### config.mk
export PLATFORM = sky130hd
export DESIGN_NAME = ssd_capture
export DESIGN_NICKNAME = d
export VERILOG_FILES = /design/src/rtl/ssd_pkg.sv /design/src/rtl/ssd_capture_sync_bus.sv /design/src/rtl/ssd_capture.sv
export SDC_FILE = /design/constraint.sdc
export NUM_CORES = 1
export LEC_CHECK = 0
export CAP_MARGIN = 0
export CORE_MARGIN = 4
export CORE_UTILIZATION = 61
export CTS_CLUSTER_DIAMETER = 50
export DETAILED_ROUTE_END_ITERATION = 12
export PLACE_DENSITY = 0.84
export RECOVER_POWER = 50
export SYNTH_ARGS = -nofsm -noshare
export SYNTH_HDL_FRONTEND = slang
export SYNTH_SLANG_ARGS = --single-unit
### constraint.sdc
create_clock -name clk -period 7.95 [get_ports clk]
set_clock_uncertainty 0.15 [all_clocks]
set_input_delay 1.59 -clock clk [delete_from_list [all_inputs] [get_ports clk]]
set_output_delay 1.59 -clock clk [all_outputs]
set_load 0.02 [all_outputs]
### src/rtl/ssd_pkg.sv
// Shared constants and state encoding for the seven-segment bus capture block.
package ssd_pkg;

   localparam logic [7:0] BLANK_PATTERN = 8'hFF;
   localparam int         NUM_DIGITS    = 4;

   typedef enum logic [1:0] {
      IDLE   = 2'd0,
      SETTLE = 2'd1,
      HOLD   = 2'd2
   } cap_state_t;

endpackage

### src/rtl/ssd_capture_sync_bus.sv
// Parameterized multi-flop synchronizer for an asynchronous bus; all stages reset to zero.
module sync_bus #(
   parameter int WIDTH = 8,
   parameter int DEPTH = 2
) (
   input  logic             clk,
   input  logic             rst,
   input  logic [WIDTH-1:0] d,
   output logic [WIDTH-1:0] q
);

   logic [WIDTH-1:0] stages [DEPTH];

   always_ff @(posedge clk or negedge rst) begin
      if (!rst) begin
         for (int i = 0; i < DEPTH; i++) stages[i] <= '0;
      end else begin
         stages[0] <= d;
         for (int i = 1; i < DEPTH; i++) stages[i] <= stages[i-1];
      end
   end

   assign q = stages[DEPTH-1];

endmodule

### src/rtl/ssd_capture.sv
// Recovers the four digit bytes from a scanned seven-segment bus and presents them as whole frames.
module ssd_capture
   import ssd_pkg::*;
#(
   parameter int STABLE_CYCLES  = 16,
   parameter int TIMEOUT_CYCLES = 1000000,
   parameter int SEL_ACTIVE_LOW = 1,
   parameter int SYNC_STAGES    = 2
) (
   input  logic       clk,
   input  logic       rst,
   input  logic [7:0] seven_in,
   input  logic [3:0] segment_in,
   input  logic       clr_err,
   output logic [7:0] disp0,
   output logic [7:0] disp1,
   output logic [7:0] disp2,
   output logic [7:0] disp3,
   output logic       frame_valid,
   output logic       link_alive,
   output logic       err_sel
);

   localparam int STAB_W = $clog2(STABLE_CYCLES);
   localparam int TO_W   = $clog2(TIMEOUT_CYCLES);
   localparam logic [STAB_W-1:0] STAB_MAX = STAB_W'(STABLE_CYCLES - 1);
   localparam logic [TO_W-1:0]   TO_MAX   = TO_W'(TIMEOUT_CYCLES - 1);

   logic [NUM_DIGITS-1:0] sel_raw;
   logic [NUM_DIGITS-1:0] sel;
   logic [7:0]            seven;
   logic [NUM_DIGITS+7:0] pair;
   logic [NUM_DIGITS+7:0] prev_pair;
   logic [STAB_W-1:0]     stab_cnt;
   logic [TO_W-1:0]       to_cnt;
   logic [NUM_DIGITS-1:0] seen;
   logic [7:0]            shadow [NUM_DIGITS];
   logic                  pend;
   cap_state_t            state;

   logic changed;
   logic stable;
   logic sel_none;
   logic commit;
   logic err_set;

   // Normalizing before synchronizing makes the zero reset value mean "no digit selected".
   assign sel_raw = (SEL_ACTIVE_LOW != 0) ? ~segment_in : segment_in;

   sync_bus #(.WIDTH(8), .DEPTH(SYNC_STAGES)) u_sync_seven (
      .clk (clk),
      .rst (rst),
      .d   (seven_in),
      .q   (seven)
   );

   sync_bus #(.WIDTH(NUM_DIGITS), .DEPTH(SYNC_STAGES)) u_sync_sel (
      .clk (clk),
      .rst (rst),
      .d   (sel_raw),
      .q   (sel)
   );

   assign pair     = {sel, seven};
   assign changed  = (pair != prev_pair);
   assign stable   = (stab_cnt == STAB_MAX);
   assign sel_none = (sel == '0);
   // A change in the very cycle the count matures still wins, so a one-sample value never commits.
   assign commit   = (state == SETTLE) && !changed && stable && $onehot(sel);
   assign err_set  = (state == SETTLE) && !changed && stable && !sel_none && !$onehot(sel);

   always_ff @(posedge clk or negedge rst) begin
      if (!rst) begin
         prev_pair <= {{NUM_DIGITS{1'b0}}, BLANK_PATTERN};
         stab_cnt  <= '0;
      end else begin
         prev_pair <= pair;
         if (changed)
            stab_cnt <= '0;
         else if (!stable)
            stab_cnt <= stab_cnt + STAB_W'(1);
      end
   end

   // Capture FSM, shadow frame assembly, timeout watchdog and sticky select error.
   always_ff @(posedge clk or negedge rst) begin
      if (!rst) begin
         state       <= IDLE;
         seen        <= '0;
         pend        <= 1'b0;
         to_cnt      <= '0;
         disp0       <= BLANK_PATTERN;
         disp1       <= BLANK_PATTERN;
         disp2       <= BLANK_PATTERN;
         disp3       <= BLANK_PATTERN;
         frame_valid <= 1'b0;
         link_alive  <= 1'b0;
         err_sel     <= 1'b0;
         for (int i = 0; i < NUM_DIGITS; i++) shadow[i] <= BLANK_PATTERN;
      end else begin
         frame_valid <= pend;
         pend        <= 1'b0;
         if (pend) begin
            disp0 <= shadow[0];
            disp1 <= shadow[1];
            disp2 <= shadow[2];
            disp3 <= shadow[3];
         end

         case (state)
            IDLE: begin
               if (!sel_none) state <= SETTLE;
            end
            SETTLE: begin
               if (changed)
                  state <= sel_none ? IDLE : SETTLE;
               else if (stable)
                  state <= HOLD;
            end
            HOLD: begin
               if (changed) state <= sel_none ? IDLE : SETTLE;
            end
            default: state <= IDLE;
         endcase

         if (commit) begin
            for (int i = 0; i < NUM_DIGITS; i++)
               if (sel[i]) shadow[i] <= seven;
            to_cnt     <= '0;
            link_alive <= 1'b1;
            if ((seen | sel) == '1) begin
               seen <= '0;
               pend <= 1'b1;
            end else begin
               seen <= seen | sel;
            end
         end else if (to_cnt == TO_MAX) begin
            link_alive <= 1'b0;
            seen       <= '0;
         end else begin
            to_cnt <= to_cnt + TO_W'(1);
         end

         if (err_set)
            err_sel <= 1'b1;
         else if (clr_err)
            err_sel <= 1'b0;
      end
   end

endmodule

; ---- After elaboration in Yosys (flattened, before gate mapping)
; Index checks and enable logic that the tools add are counted.
[word_totals]
register_bits = 134
latchBits = 0
ramBits = 0
rom_bits = 0
in_bits = 15
elab_cells = 76
memories = 0
[classes]
addsub = 5
mul = 0
div = 0
magnitude_cmp = 0
n_eq_ne = 12
shift = 0
n_mux = 19
n_bitwise = 2
n_reduce_logical = 17
[ops]
columns = cell, count
row1 = two-way mux 20 bit, 2
row2 = "adder 20 x 1 -> 20 bit, second input constant", 1
row3 = "equality test 20 bit, second input constant", 1
row4 = two-way mux 4 bit, 5
row5 = != test 12 bit, 1
row6 = "equality test 4 bit, second input constant", 2
row7 = two-way mux 2 bit, 4
row8 = "!= test 2 bit, second input constant", 4
row9 = AND reduction 2 bit, 4
row10 = two-way mux 1 bit, 7
row11 = one-hot mux 2 bit (3 select lines), 1
row12 = logical AND 1 bit, 5
row13 = adder 1 x 1 -> 2 bit, 2
row14 = "adder 4 x 1 -> 4 bit, second input constant", 1
row15 = logical NOT 4 bit, 1
row16 = NOT 4 bit, 1
row17 = bitwise OR 4 bit, 1
row18 = nonzero test 2 bit, 2
row19 = adder 2 x 2 -> 3 bit, 1
row20 = "equality test 3 x 1 -> 1 bit, second input constant", 1
row21 = logical NOT 1 bit, 3
row22 = "!= test 3 bit, second input constant", 1
row23 = AND reduction 3 bit, 1
row24 = "equality test 2 x 1 -> 1 bit, second input constant", 1
row25 = 2 further kinds, 2

; ---- Longest topological paths before layout
[logic_depth]
ltp_word = 7
ltp_mapped = 11

; ---- Cells and area by module
; From an unflattened synthesis, not the netlist that was laid out.
[unflattened]
hier_cells = 378
hier_area_um2 = 5326.4
[by_module_without_submodules]
columns = module, instances, cells_per_inst, area_per_inst_um2, seq_area_each_um2
row1 = ssd_capture, 1, 342, 4635.7, 2842.7
row2 = sync_bus at u_sync_seven, 1, 24, 460.4, 400.4
row3 = sync_bus at u_sync_sel, 1, 12, 230.2, 200.2

; ---- Worst setup path after synthesis
; Ideal clock, no wire load.
[synth_timing]
kind = register to register
from = register u_sync_sel.stages, in the netlist u_sync_sel.q[0]
to = register shadow[17] (netlist bit)
setup_time_ps = 85
arrival_ps = 2794
setup_slack_ps = 4921
stages_incl_launch_ff = 11
n_path_buf = 0
synth_period_minus_slack_ps = 3029
path_cell_list = dfrtp_1 -> inv_1 -> fa_1 -> inv_1 -> ha_1 -> ha_1 -> nor3b_1 -> nand3_1 -> nor4_4 -> nand2_2 -> mux2_1
[synth_between]
elab_chain_len = 6
[synth_rtl]
columns = element, line_no
row1 = start: declaration, ssd_capture_sync_bus.sv:12  ; logic [WIDTH-1:0] stages [DEPTH];
row2 = "parallel branches: the longest is 4 deep, another holds adder 2 x 2 -> 3 bit", n/a
row3 = logical AND 1 bit *, ssd_capture.sv:69  ; assign commit = (state == SETTLE) && !changed && stable && $onehot(sel);
row4 = AND reduction 2 bit (no source line) *, n/a
row5 = end signal: indexed assignment, ssd_capture.sv:128  ; if (sel[i]) shadow[i] <= seven;
row6 = end: declaration, ssd_capture.sv:37  ; logic [7:0] shadow [NUM_DIGITS];
; Mark *: on every way between the ends.
; A chain may end at the register's enable or synchronous reset.

==> run metrics <==
status=finished, violations left; failing checks=capacitance limit, slew limit; dpl ws=4470 ps; number of remaining DRC errors=0; first-pass GRT wire length=17.3 mm; die area=10100 um^2; placed cell area=5830 um^2; largest net degree at the start of global routing=80; clock net sink count=134; WL final=10.3 mm; Post-Syn Area per Cell=14.4 um^2; DP Wirelength=6.03 mm; CP arrival=5380 ps; Hold Path Class=flop to flop; Ports=50; CTS root buffer=clkbuf_8; Initial Utilization=63.3%; CTS tree=built; H-tree depth=4; pwr/cell area=236 nW/um^2; GRT Total Usage=22.7%; Worst-Margin Slew=4020 ps; final worst slack=3000 ps; Area Overhead vs Synth=23.0%; TNS Setup=0 ps; Worst setup startpoint=rst; Crit path largest cell delay=2770 ps; TritonCTS buffer count=17; Max-Cap Viols=2; final net count=446; Post-synth EDFFs=0; WS Path Type=input port to async pin; LEAKAGE=2.76 nW; unique cell type count in the Yosys netlist=42; routability congestion estimate=0.793; cell family with most CP delay=buffers and inverters; Max IR drop VDD=0.186 mV; share of cells above drive strength 1=39.7%; most common cell after layout, fill and taps aside=dfstp_2; leading register cell type out of synthesis=dfstp_2; Synth Warn #=0; initial antenna violation count=0; required time of the worst setup path=8380 ps; most frequent cells in the layout=dfstp_2 (72), mux2_2 (62), dfrtp_1 (62), clkdlybuf4s50_1 (36), nor2_1 (27); routed via count=3068; Post-DRT Antenna Nets=0; critical path, cell by cell=clkbuf_1, buf_4; Synth top area share=36.2%; PostCTS Resize Cnt=0; vias per cell=5.65; Pre-antenna DRT Iters=4; Post CTS Setup Buffer Count=0; area leader, netlist=dfstp_2; max frequency=202 MHz; vias in the first global route=3282; Final Max Slew Viols=114; hold buffers post-CTS=0; Final Hold Vio Count=0; Critical Path Fanout Max=79; Die H=101 um; Slowest-stage cell, CP=clkbuf_1; row cnt=33; CTS max path bufs=2; post-route design area=6420 um^2; GR Overflow Total=0; Avg WL per Cell=18.9 um; register area share after synthesis=65.9%; CP Launch Type=input port; fin crit period=4950 ps; buffers and inverters on the worst path=2; # setup viols final=0; Worst-Skew Late Latency=520 ps; Slew headroom=-168%; RSZ-0062 raised after global routing=no; ys async rst share=100%; Synth area leaders=dfstp_2 (36%), dfrtp_1 (30%), mux2_2 (13%); Clock transition at path regs=60 ps; Critical R2R Launch=u_sync_sel.q[1]$_DFF_PN0_; Core Region=8260 um^2; Synth Register Bits=134; die width=101 um; first-iteration detailed-routing DRC count=182; Min Hold Slack=197 ps; hold path start=u_sync_seven.stages[8]$_DFF_PN0_; Inserted Diodes=0; CP endpoint kind=async pin; Syn Nets=383; number of port buffers=49; Mapped Area=5220 um^2; period utilization=62.3%; Mapped Cells=362
## cell type report
class / count / area (um^2)
Sequential cell: 134 / 3440
Clock buffer: 20 / 457
Tap cell: 105 / 131
Fill cell: 456 / 1830
Timing Repair Buffer: 52 / 503
Inverter: 9 / 33.8
Multi-Input combinational cell: 211 / 1710
Clock inverter: 12 / 143
## state kept, by name, summed over array words and instances, names as in the netlist
register / flops
disp0: 8
disp1: 8
disp2: 8
disp3: 8
err_sel: 1
frame_valid: 1
link_alive: 1
pend: 1
prev_pair: 12
seen: 4
shadow: 32
stab_cnt: 4
state: 2
to_cnt: 20
u_sync_sel.q: 4
u_sync_sel.stages: 4
u_sync_seven.q: 8
u_sync_seven.stages: 8
## Yosys cell counts, types with 4 or more instances
library cell,number
nand2_2,4
a22o_1,4
and3_1,8
dfstp_2,72
nor3_1,5
nor2_1,27
xor2_1,12
nand3_1,10
nand2_1,10
nand4_1,7
mux2_2,62
o21ai_0,5
dfrtp_1,62
xnor2_1,17
inv_1,9
ha_1,5
## metal layers
| metal | GRT usage (%) | part of all wire (%) |
|---|---|---|
| met3 | 6.44 | 4.4 |
| met1 | 30.7 | 43 |
| met5 | 0 | 0 |
| met2 | 35.6 | 51 |
| met4 | 7.88 | 0.99 |
## cell families after synthesis
logic type / synth area share, %
AND/OR/NAND/NOR: 9.29
multiplexers: 14.4
adder cells (fa/ha/maj): 1.77
buffers and inverters: 1.27
AO/OA/AOI/OAI: 2.51
XOR/XNOR: 4.86
flip-flops: 65.9
## through the flow
step           power (W)  cells  utilization, %
3_3_place_gp    0.000748    511            70.6
3_5_place_dp    0.000749    511            70.6
6_report         0.00151    543            77.8
5_1_grt          0.00157    543            77.8
2_1_floorplan   0.000724    362               -
4_1_cts          0.00153    543            77.9
## power breakdown
part           internal [W]  switching, W
registers          0.000695     0.0000100
logic             0.0000124     0.0000215
clock network      0.000478      0.000297
total               0.00119      0.000328
## worst paths after layout
kind	endpoint	slack, ps	cells after the start
max reg2reg	seen[1]$_DFFE_PN0P_	4360	11
max in group clk	seen[1]$_DFFE_PN0P_	4360	11
min	u_sync_seven.q[0]$_DFF_PN0_	200	0
min reg2reg	u_sync_seven.q[0]$_DFF_PN0_	200	0
max	u_sync_seven.q[3]$_DFF_PN0_	3000	2
min in group asynchronous	to_cnt[18]$_DFFE_PN0P_	2320	1
(Power assumes the default switching activity.)
